<file path="config.mk">
export PLATFORM = sky130hd
export DESIGN_NAME = sram_rr_arbiter_flat
export DESIGN_NICKNAME = d
export VERILOG_FILES = /design/src/rtl/sram_rr_arbiter_if.sv /design/src/rtl/sram_rr_arbiter.sv /design/src/flat_wrapper.sv
export SDC_FILE = /design/constraint.sdc
export NUM_CORES = 1
export LEC_CHECK = 0
export ABC_AREA = 1
export BUFFER_PORTS_ARGS = -buffer_cell sky130_fd_sc_hd__buf_2
export CAP_MARGIN = 20
export CORE_AREA = 2 2 81 83
export DETAILED_ROUTE_END_ITERATION = 10
export DIE_AREA = 0 0 83 85
export MAX_ROUTING_LAYER = met4
export PLACE_DENSITY_LB_ADDON = 0.08
export SYNTH_ARGS = -nofsm -noshare
export SYNTH_HDL_FRONTEND = slang
export SYNTH_SLANG_ARGS = --single-unit
</file>
<file path="constraint.sdc">
create_clock -name clk -period 2.1 [get_ports clk]
set_clock_uncertainty 0.15 [all_clocks]
set_input_delay 0.105 -clock clk [delete_from_list [all_inputs] [get_ports clk]]
set_output_delay 0.105 -clock clk [all_outputs]
set_load 0.05 [all_outputs]
</file>
<file path="src/rtl/sram_rr_arbiter_if.sv">
// One requester's access port into the SRAM arbiter.
interface sram_rr_arbiter_if #(
    parameter int DATA_W = 32,
    parameter int ADDR_W = 10
);
    logic              req;
    logic              we;
    logic [ADDR_W-1:0] addr;
    logic [DATA_W-1:0] wdata;
    logic              gnt;
    logic              rvalid;

    // Requester side drives the request, arbiter drives grant/rvalid.
    modport master (output req, we, addr, wdata, input gnt, rvalid);
    modport slave  (input req, we, addr, wdata, output gnt, rvalid);
endinterface

</file>
<file path="src/rtl/sram_rr_arbiter.sv">
// Two-requester round-robin arbiter in front of a 1R1W synchronous SRAM.
// One access per cycle; a requester may hold the SRAM for up to MAX_BURST
// consecutive grants while the other one waits. Read data comes straight
// from the SRAM and is tagged with a per-requester valid strobe.
module sram_rr_arbiter #(
    parameter int DATA_W    = 32,
    parameter int ADDR_W    = 10,
    parameter int MAX_BURST = 4
) (
    input  logic              clk,
    input  logic              rst,
    sram_rr_arbiter_if.slave  rq0_if,
    sram_rr_arbiter_if.slave  rq1_if,
    output logic [DATA_W-1:0] rdata_o,
    output logic [ADDR_W-1:0] sram_raddr_o,
    output logic [ADDR_W-1:0] sram_waddr_o,
    output logic [DATA_W-1:0] sram_wdata_o,
    output logic              sram_wen_o,
    input  logic [DATA_W-1:0] sram_rdata_i
);
    // Keep the counter at least one bit wide so MAX_BURST=1 still elaborates.
    localparam int CNT_W = (MAX_BURST > 1) ? $clog2(MAX_BURST) : 1;
    localparam logic [CNT_W-1:0] LAST = CNT_W'(MAX_BURST - 1);

    typedef enum logic [1:0] {OWN_NONE, OWN_R0, OWN_R1} owner_t;

    owner_t           owner_q, owner_d;
    logic [CNT_W-1:0] burst_q, burst_d;
    logic             rr_q, rr_d;        // 0: requester 0 next, 1: requester 1 next
    logic             rvalid0_q, rvalid0_d;
    logic             rvalid1_q, rvalid1_d;
    logic             gnt0, gnt1;

    // State register: ownership, burst length, round-robin pointer, read strobes.
    always_ff @(posedge clk) begin
        if (rst) begin
            owner_q   <= OWN_NONE;
            burst_q   <= '0;
            rr_q      <= 1'b0;
            rvalid0_q <= 1'b0;
            rvalid1_q <= 1'b0;
        end else begin
            owner_q   <= owner_d;
            burst_q   <= burst_d;
            rr_q      <= rr_d;
            rvalid0_q <= rvalid0_d;
            rvalid1_q <= rvalid1_d;
        end
    end

    // Next state: extend or hand over ownership depending on who was granted.
    always_comb begin
        owner_d   = OWN_NONE;
        burst_d   = '0;
        rr_d      = rr_q;
        rvalid0_d = gnt0 & ~rq0_if.we;
        rvalid1_d = gnt1 & ~rq1_if.we;
        if (gnt0) begin
            owner_d = OWN_R0;
            rr_d    = 1'b1;
            if (owner_q == OWN_R0)
                burst_d = (burst_q == LAST) ? LAST : burst_q + 1'b1;
        end else if (gnt1) begin
            owner_d = OWN_R1;
            rr_d    = 1'b0;
            if (owner_q == OWN_R1)
                burst_d = (burst_q == LAST) ? LAST : burst_q + 1'b1;
        end
    end

    // Grant decode: a lone requester always wins; under contention the
    // current owner keeps the SRAM until its burst is used up.
    always_comb begin
        gnt0 = 1'b0;
        gnt1 = 1'b0;
        if (!rst) begin
            if (rq0_if.req && !rq1_if.req) begin
                gnt0 = 1'b1;
            end else if (rq1_if.req && !rq0_if.req) begin
                gnt1 = 1'b1;
            end else if (rq0_if.req && rq1_if.req) begin
                case (owner_q)
                    OWN_R0:  if (burst_q == LAST) gnt1 = 1'b1; else gnt0 = 1'b1;
                    OWN_R1:  if (burst_q == LAST) gnt0 = 1'b1; else gnt1 = 1'b1;
                    default: if (rr_q) gnt1 = 1'b1; else gnt0 = 1'b1;
                endcase
            end
        end
    end

    // SRAM drive: steer the granted requester's access, idle to zero.
    always_comb begin
        sram_raddr_o = '0;
        sram_wdata_o = '0;
        sram_wen_o   = 1'b0;
        if (gnt0) begin
            sram_raddr_o = rq0_if.addr;
            sram_wdata_o = rq0_if.wdata;
            sram_wen_o   = rq0_if.we;
        end else if (gnt1) begin
            sram_raddr_o = rq1_if.addr;
            sram_wdata_o = rq1_if.wdata;
            sram_wen_o   = rq1_if.we;
        end
    end

    assign sram_waddr_o  = sram_raddr_o;
    assign rdata_o       = sram_rdata_i;
    assign rq0_if.gnt    = gnt0;
    assign rq1_if.gnt    = gnt1;
    assign rq0_if.rvalid = rvalid0_q;
    assign rq1_if.rvalid = rvalid1_q;
endmodule

</file>
<file path="src/flat_wrapper.sv">
// flat-port wrapper written by rule: the top's interface ports become plain ports
module sram_rr_arbiter_flat 
#(
    parameter int DATA_W    = 32,
    parameter int ADDR_W    = 10,
    parameter int MAX_BURST = 4
)
  (clk, rst, rdata_o, sram_raddr_o, sram_waddr_o, sram_wdata_o, sram_wen_o, sram_rdata_i, rq0_if_req, rq0_if_we, rq0_if_addr, rq0_if_wdata, rq0_if_gnt, rq0_if_rvalid, rq1_if_req, rq1_if_we, rq1_if_addr, rq1_if_wdata, rq1_if_gnt, rq1_if_rvalid);
  sram_rr_arbiter_if #(.DATA_W(DATA_W), .ADDR_W(ADDR_W)) rq0_if_i ();
  sram_rr_arbiter_if #(.DATA_W(DATA_W), .ADDR_W(ADDR_W)) rq1_if_i ();
  input  logic clk;
  input  logic rst;
  output logic [DATA_W-1:0] rdata_o;
  output logic [ADDR_W-1:0] sram_raddr_o;
  output logic [ADDR_W-1:0] sram_waddr_o;
  output logic [DATA_W-1:0] sram_wdata_o;
  output logic sram_wen_o;
  input  logic [DATA_W-1:0] sram_rdata_i;
  input wire logic [$bits(rq0_if_i.req)-1:0] rq0_if_req;
  input wire logic [$bits(rq0_if_i.we)-1:0] rq0_if_we;
  input wire logic [$bits(rq0_if_i.addr)-1:0] rq0_if_addr;
  input wire logic [$bits(rq0_if_i.wdata)-1:0] rq0_if_wdata;
  output wire logic [$bits(rq0_if_i.gnt)-1:0] rq0_if_gnt;
  output wire logic [$bits(rq0_if_i.rvalid)-1:0] rq0_if_rvalid;
  input wire logic [$bits(rq1_if_i.req)-1:0] rq1_if_req;
  input wire logic [$bits(rq1_if_i.we)-1:0] rq1_if_we;
  input wire logic [$bits(rq1_if_i.addr)-1:0] rq1_if_addr;
  input wire logic [$bits(rq1_if_i.wdata)-1:0] rq1_if_wdata;
  output wire logic [$bits(rq1_if_i.gnt)-1:0] rq1_if_gnt;
  output wire logic [$bits(rq1_if_i.rvalid)-1:0] rq1_if_rvalid;
  assign rq0_if_i.req = rq0_if_req;
  assign rq0_if_i.we = rq0_if_we;
  assign rq0_if_i.addr = rq0_if_addr;
  assign rq0_if_i.wdata = rq0_if_wdata;
  assign rq0_if_gnt = rq0_if_i.gnt;
  assign rq0_if_rvalid = rq0_if_i.rvalid;
  assign rq1_if_i.req = rq1_if_req;
  assign rq1_if_i.we = rq1_if_we;
  assign rq1_if_i.addr = rq1_if_addr;
  assign rq1_if_i.wdata = rq1_if_wdata;
  assign rq1_if_gnt = rq1_if_i.gnt;
  assign rq1_if_rvalid = rq1_if_i.rvalid;
  sram_rr_arbiter #(.DATA_W(DATA_W), .ADDR_W(ADDR_W), .MAX_BURST(MAX_BURST)) u_core (.clk(clk), .rst(rst), .rq0_if(rq0_if_i), .rq1_if(rq1_if_i), .rdata_o(rdata_o), .sram_raddr_o(sram_raddr_o), .sram_waddr_o(sram_waddr_o), .sram_wdata_o(sram_wdata_o), .sram_wen_o(sram_wen_o), .sram_rdata_i(sram_rdata_i));
endmodule
</file>
# After elaboration in Yosys (flattened, before gate mapping)
# Index checks and enable logic that the tools add are counted.
# word_totals
out_inout_bits	89
wordCells	50
input_bits	122
register_bits	7
# op_classes
n_bitwise	4
n_reduce_logical	7
n_addsub	1
n_mux	29
eq_ne	3
# ops
operator	n
two-way mux 32 bit	2
two-way mux 10 bit	2
two-way mux 1 bit	17
two-way mux 2 bit	6
equality test 2 bit (second input constant)	2
one-hot mux 1 bit (2 select lines)	2
logical AND 1 bit	3
adder 2 x 1 -> 2 bit (second input constant)	1
AND 1 bit	2
equality test 2 x 1 -> 1 bit (second input constant)	1
logical NOT 1 bit	2
NOT 1 bit	2
nonzero test 2 bit	1
OR reduction 2 bit	1

# Longest topological paths before layout
# logic_depth
word_depth	9
depth_mapped	12

# Worst setup path after synthesis
# OpenSTA, ideal clock, no wires.
# synth_path
path_kind	flip-flop to output port
startpoint	reg u_core.owner_q[0]
endpoint	out sram_waddr_o[5]
path_buffers	2
required_time_ns	1.845
arrival_time_ns	2.019
stages_incl_launch_ff	10
path_slack_ns	-0.174
path_cell_list	dfxtp_1 > inv_1 > ha_1 > a21boi_0 > nand2_1 > nand3_2 > clkbuf_1 > nand3_1 > nand2_1 > buf_4
# synth_between
elab_chain_cells	8
word_cells_on_any_way	14
classes_between	eq/ne (2); mux (12)
# synth_rtl
item	line	rtl
start: declaration	sram_rr_arbiter.sv:27	owner_t owner_q, owner_d;
start signal: assignment	sram_rr_arbiter.sv:43	owner_q <= owner_d;
equality test 2 bit / equality test 2 x 1 -> 1 bit (equally long branches)	sram_rr_arbiter.sv:82	case (owner_q)
one-hot mux 1 bit (2 select lines)	sram_rr_arbiter.sv:82	
two-way mux 1 bit	sram_rr_arbiter.sv:81	end else if (rq0_if.req && rq1_if.req) begin
two-way mux 1 bit	sram_rr_arbiter.sv:79	end else if (rq1_if.req && !rq0_if.req) begin
two-way mux 1 bit	sram_rr_arbiter.sv:77	if (rq0_if.req && !rq1_if.req) begin
two-way mux 1 bit	sram_rr_arbiter.sv:76	if (!rst) begin
two-way mux 10 bit	sram_rr_arbiter.sv:100	end else if (gnt1) begin
two-way mux 10 bit (*)	sram_rr_arbiter.sv:96	if (gnt0) begin
end: declaration	flat_wrapper.sv:15	output logic [ADDR_W-1:0] sram_waddr_o;
# Mark *: on every way between the ends. The rest lies on a longest branch, timed or not.

# Worst setup path in the final report
# layout_path
startpoint	reg u_core.owner_q[0]
endpoint	out sram_raddr_o[8]
# layout_between
elab_chain_cells	8
word_cells_on_any_way	14
classes_between	eq/ne (2); mux (12)
# layout_rtl
item	line	rtl
equality test 2 bit / equality test 2 x 1 -> 1 bit (equally long branches)	sram_rr_arbiter.sv:82	
one-hot mux 1 bit (2 select lines)	sram_rr_arbiter.sv:82	
two-way mux 1 bit	sram_rr_arbiter.sv:81	
two-way mux 1 bit	sram_rr_arbiter.sv:79	
two-way mux 1 bit	sram_rr_arbiter.sv:77	
two-way mux 1 bit	sram_rr_arbiter.sv:76	
two-way mux 10 bit	sram_rr_arbiter.sv:100	
two-way mux 10 bit (*)	sram_rr_arbiter.sv:96	
end: declaration	flat_wrapper.sv:14	output logic [ADDR_W-1:0] sram_raddr_o;
# Marks and branches as above.

==> flow_metrics.py <==
metrics = {
    "run_status": {
        "status": "finished, violations left",
        "violations": "setup timing",
    },
    "drt": {
        "antenna_left": 0,
        "drcViolationCount": 0,
        "via_per_inst": 4.396,
        "drt-initial-drc-count": 28,
        "wl_mm": 5.791,
        "wl_per_cell_um": 13.34,
        "drt_pass1_iterations": 4,
        "vias": 1908,
    },
    "worst_setup_path": {
        "worst_path_most_repeated_cell": "nand2_2",
        "critPathLaunchType": "register",
        "cp.required_ns": 1.85,
        "path_cells": "inv_2 > ha_4 > inv_4 > nand3_2 > nand2_2 > a21oi_4 > buf_6 > buf_12 > nand3_1 > nand2_2 > buf_4",
        "end_kind": "primary output",
        "crit_arrival_ns": 1.87,
        "critPathKind": "register to primary output",
        "worstPathMaxFanout": 7,
        "cpLargestDelayFamily": "buffers and inverters",
        "critPathBufInv": 5,
        "crit_path_top_delay_cell": "dfxtp_2",
        "slowest_delay_ns": 0.33,
    },
    "timing": {
        "setup_ws_ns": -0.02735,
        "min_period_over_period_pct": 101.3,
        "slew_headroom_pct": 83.35,
        "tns_ns": -0.3321,
        "max_freq_mhz": 470.1,
        "rsz0062_at_grt": "true",
        "hold_violations": 0,
        "worst_pin_slew_ns": 0.2515,
        "setup_viol": 21,
        "fin_crit_ns": 2.127,
        "slew_viol_final": 0,
    },
    "clock_network": {
        "cts_buffer_depth": 2,
        "cts_root_buffer": "clkbuf_8",
        "cts_tree": "done",
        "htreeDepth": 1,
        "clk_pin_slew_worst_paths_ns": 0.04,
        "cts.sinks": 7,
        "clock_latency_ns": 0.23,
        "cts_buffers": 3,
    },
    "yosys": {
        "synth_cells": 236,
        "ys_warn_count": 0,
        "synth_cell_types": 17,
        "syn-num-nets": 360,
        "synth-seq-cells": 7,
        "syn-cell-area_um2": 1308,
        "ys_seq_area_share_pct": 10.72,
        "synth-edff-count": 0,
        "yosysTopAreaCell": "buf_4",
        "yosys-top-cells-count": "nand2_1, buf_4, nand3_1",
        "synth.most_common_cell": "nand2_1",
        "synth_top_flop_cell": "dfxtp_1",
        "avgSynthCellArea_um2": 5.540,
        "synth.area.top_cells": "buf_4, nand2_1, nand3_1",
        "synth_top_area_share_pct": 29.28,
        "async_flop_share_pct": 0,
    },
    "layout": {
        "finish.utilization_pct": 45.90,
        "fin_cells": 434,
        "antenna_cells": 0,
        "final_net_count": 482,
        "stdcell_area_um2": 2848,
        "syn2layout_area_growth_pct": 117.8,
        "drive_above_1_share_pct": 61.62,
    },
    "placement": {
        "finalWeightedCongestion": 0.7046,
        "hpwl_mm": 3.700,
        "post-place-ws_ns": 0.06348,
        "port_buffers": 146,
        "post-place-cells": 410,
        "place_area_um2": 1864,
    },
    "grt": {
        "overflow": 0,
        "grt_usage_pct": 14.48,
        "grt_pass1_wl_mm": 8.259,
        "grt_pass1_vias": 1761,
        "antenna_found_initial": 0,
        "grt_max_degree": 26,
    },
    "die": {
        "row_count": 29,
        "die_y_um": 85,
        "start_util_pct": 21.07,
        "coreArea_um2": 6205,
        "dieArea_um2": 7055,
        "die_x_um": 83,
        "ios": 211,
    },
    "pwr": {
        "vdd.ir_drop.worst_v": 0.0001993,
        "leakage_nw": 1.508,
        "powerDensity_nw_per_um2": 453.7,
    },
    "job": {
        "drv_cap": 0,
    },
    "min_path": {
        "hp-class": "primary input to register",
    },
}
-- sequential cells by signal, summed over array words and instances, names as in the netlist --
register and cells:
u_core.rq0_if.rvalid 1, u_core.owner_q 2, u_core.rq1_if.rvalid 1, u_core.rr_q 1, u_core.burst_q 2
-- stage by stage --
stage	total power [mW]	hold WS (ns)
after detailed placement	0.8140	0.06034
after CTS	1.198	0.02846
after floorplan	0.7899	0.02738
after global placement	0.8145	0.06034
final	1.292	0.02335
after global routing	1.363	0.02681
-- power breakdown --
part	internal, mW	leakage [nW]	switching, mW
Sequential	0.142	0.0581	0.00499
Clock	0.131	0.0228	0.0585
Combinational	0.401	1.43	0.555
Total	0.674	1.51	0.618
-- path summary, 6_finish.rpt --
kind	endpoint	start	cells past startpoint	slack, ns
setup / recovery	sram_raddr_o[8]	u_core.owner_q[0]$_SDFF_PP0_	11	-0.03
hold / removal	u_core.owner_q[1]$_SDFF_PP0_	rq0_if_req	2	0.02
setup reg to reg	u_core.burst_q[0]$_SDFF_PP0_	u_core.owner_q[0]$_SDFF_PP0_	11	0.40
hold reg to reg	u_core.rr_q$_SDFFE_PP0P_	u_core.rr_q$_SDFFE_PP0P_	2	0.35
-- area by class of cell --
class,instances,area (um^2)
clock buffers,4,45.04
repair buffers,173,1602
fillers,629,3357
flip-flops and latches,7,142.6
multi-input cells,163,895.9
well taps,77,96.34
inverters,10,66.31
-- cells by family (layout without fill, tap and decap cells) --
family	after synthesis	count (layout)	synth area share, %
simple gates	155	155	49.76
buf+inv	66	187	34.83
flops	7	7	10.72
compound gates	6	6	2.775
fa+ha+maj	2	2	1.914
-- cells in the final DEF, fill, tap and decap left out --
| cell type | n |
|---|---|
| buf_2 | 92 |
| nand2_1 | 81 |
| buf_6 | 36 |
| nand3_1 | 34 |
| buf_8 | 20 |
| nand2_2 | 16 |
| nand3_2 | 14 |
| buf_4 | 7 |
| buf_12 | 6 |
| inv_1 | 5 |
| nor2_1 | 5 |
| clkbuf_16 | 5 |
| dfxtp_1 | 5 |
| buf_16 | 4 |
| inv_2 | 3 |
| nand3_4 | 3 |
| a21oi_1 | 3 |
| clkbuf_8 | 3 |
| nand2_4 | 2 |
| dlygate4sd3_1 | 2 |
| dfxtp_2 | 2 |
| inv_4 | 1 |
| a21boi_2 | 1 |
| clkinv_16 | 1 |
| a21oi_4 | 1 |
| o21ai_0 | 1 |
| ha_4 | 1 |
| ha_2 | 1 |
| clkbuf_1 | 1 |
| clkbuf_4 | 1 |
-- routing by layer --
| layer | track usage, % | vias to the layer above | routed length, um | part of all wire, % |
|---|---|---|---|---|
| li1 | - | 949 | - | - |
| met3 | 1.848 | 22 | 415 | 7.2 |
| met2 | 26.69 | 112 | 3098 | 53 |
| met4 | 5.812 | 0 | 180 | 3.1 |
| met5 | - | - | 0 | 0 |
| met1 | 15.73 | 825 | 2097 | 36 |
-- what timing repair did --
action | CTS | global route
pin swaps | 0 | 12
hold buffers | 2 | 0
endpoints found under the hold margin | 2 | 0
resized for setup | 123 | 56
gates cloned | 4 | 6
endpoints found under the setup margin | 54 | 54
setup buffers | 5 | 3
Power figures use the tool's default switching activity.
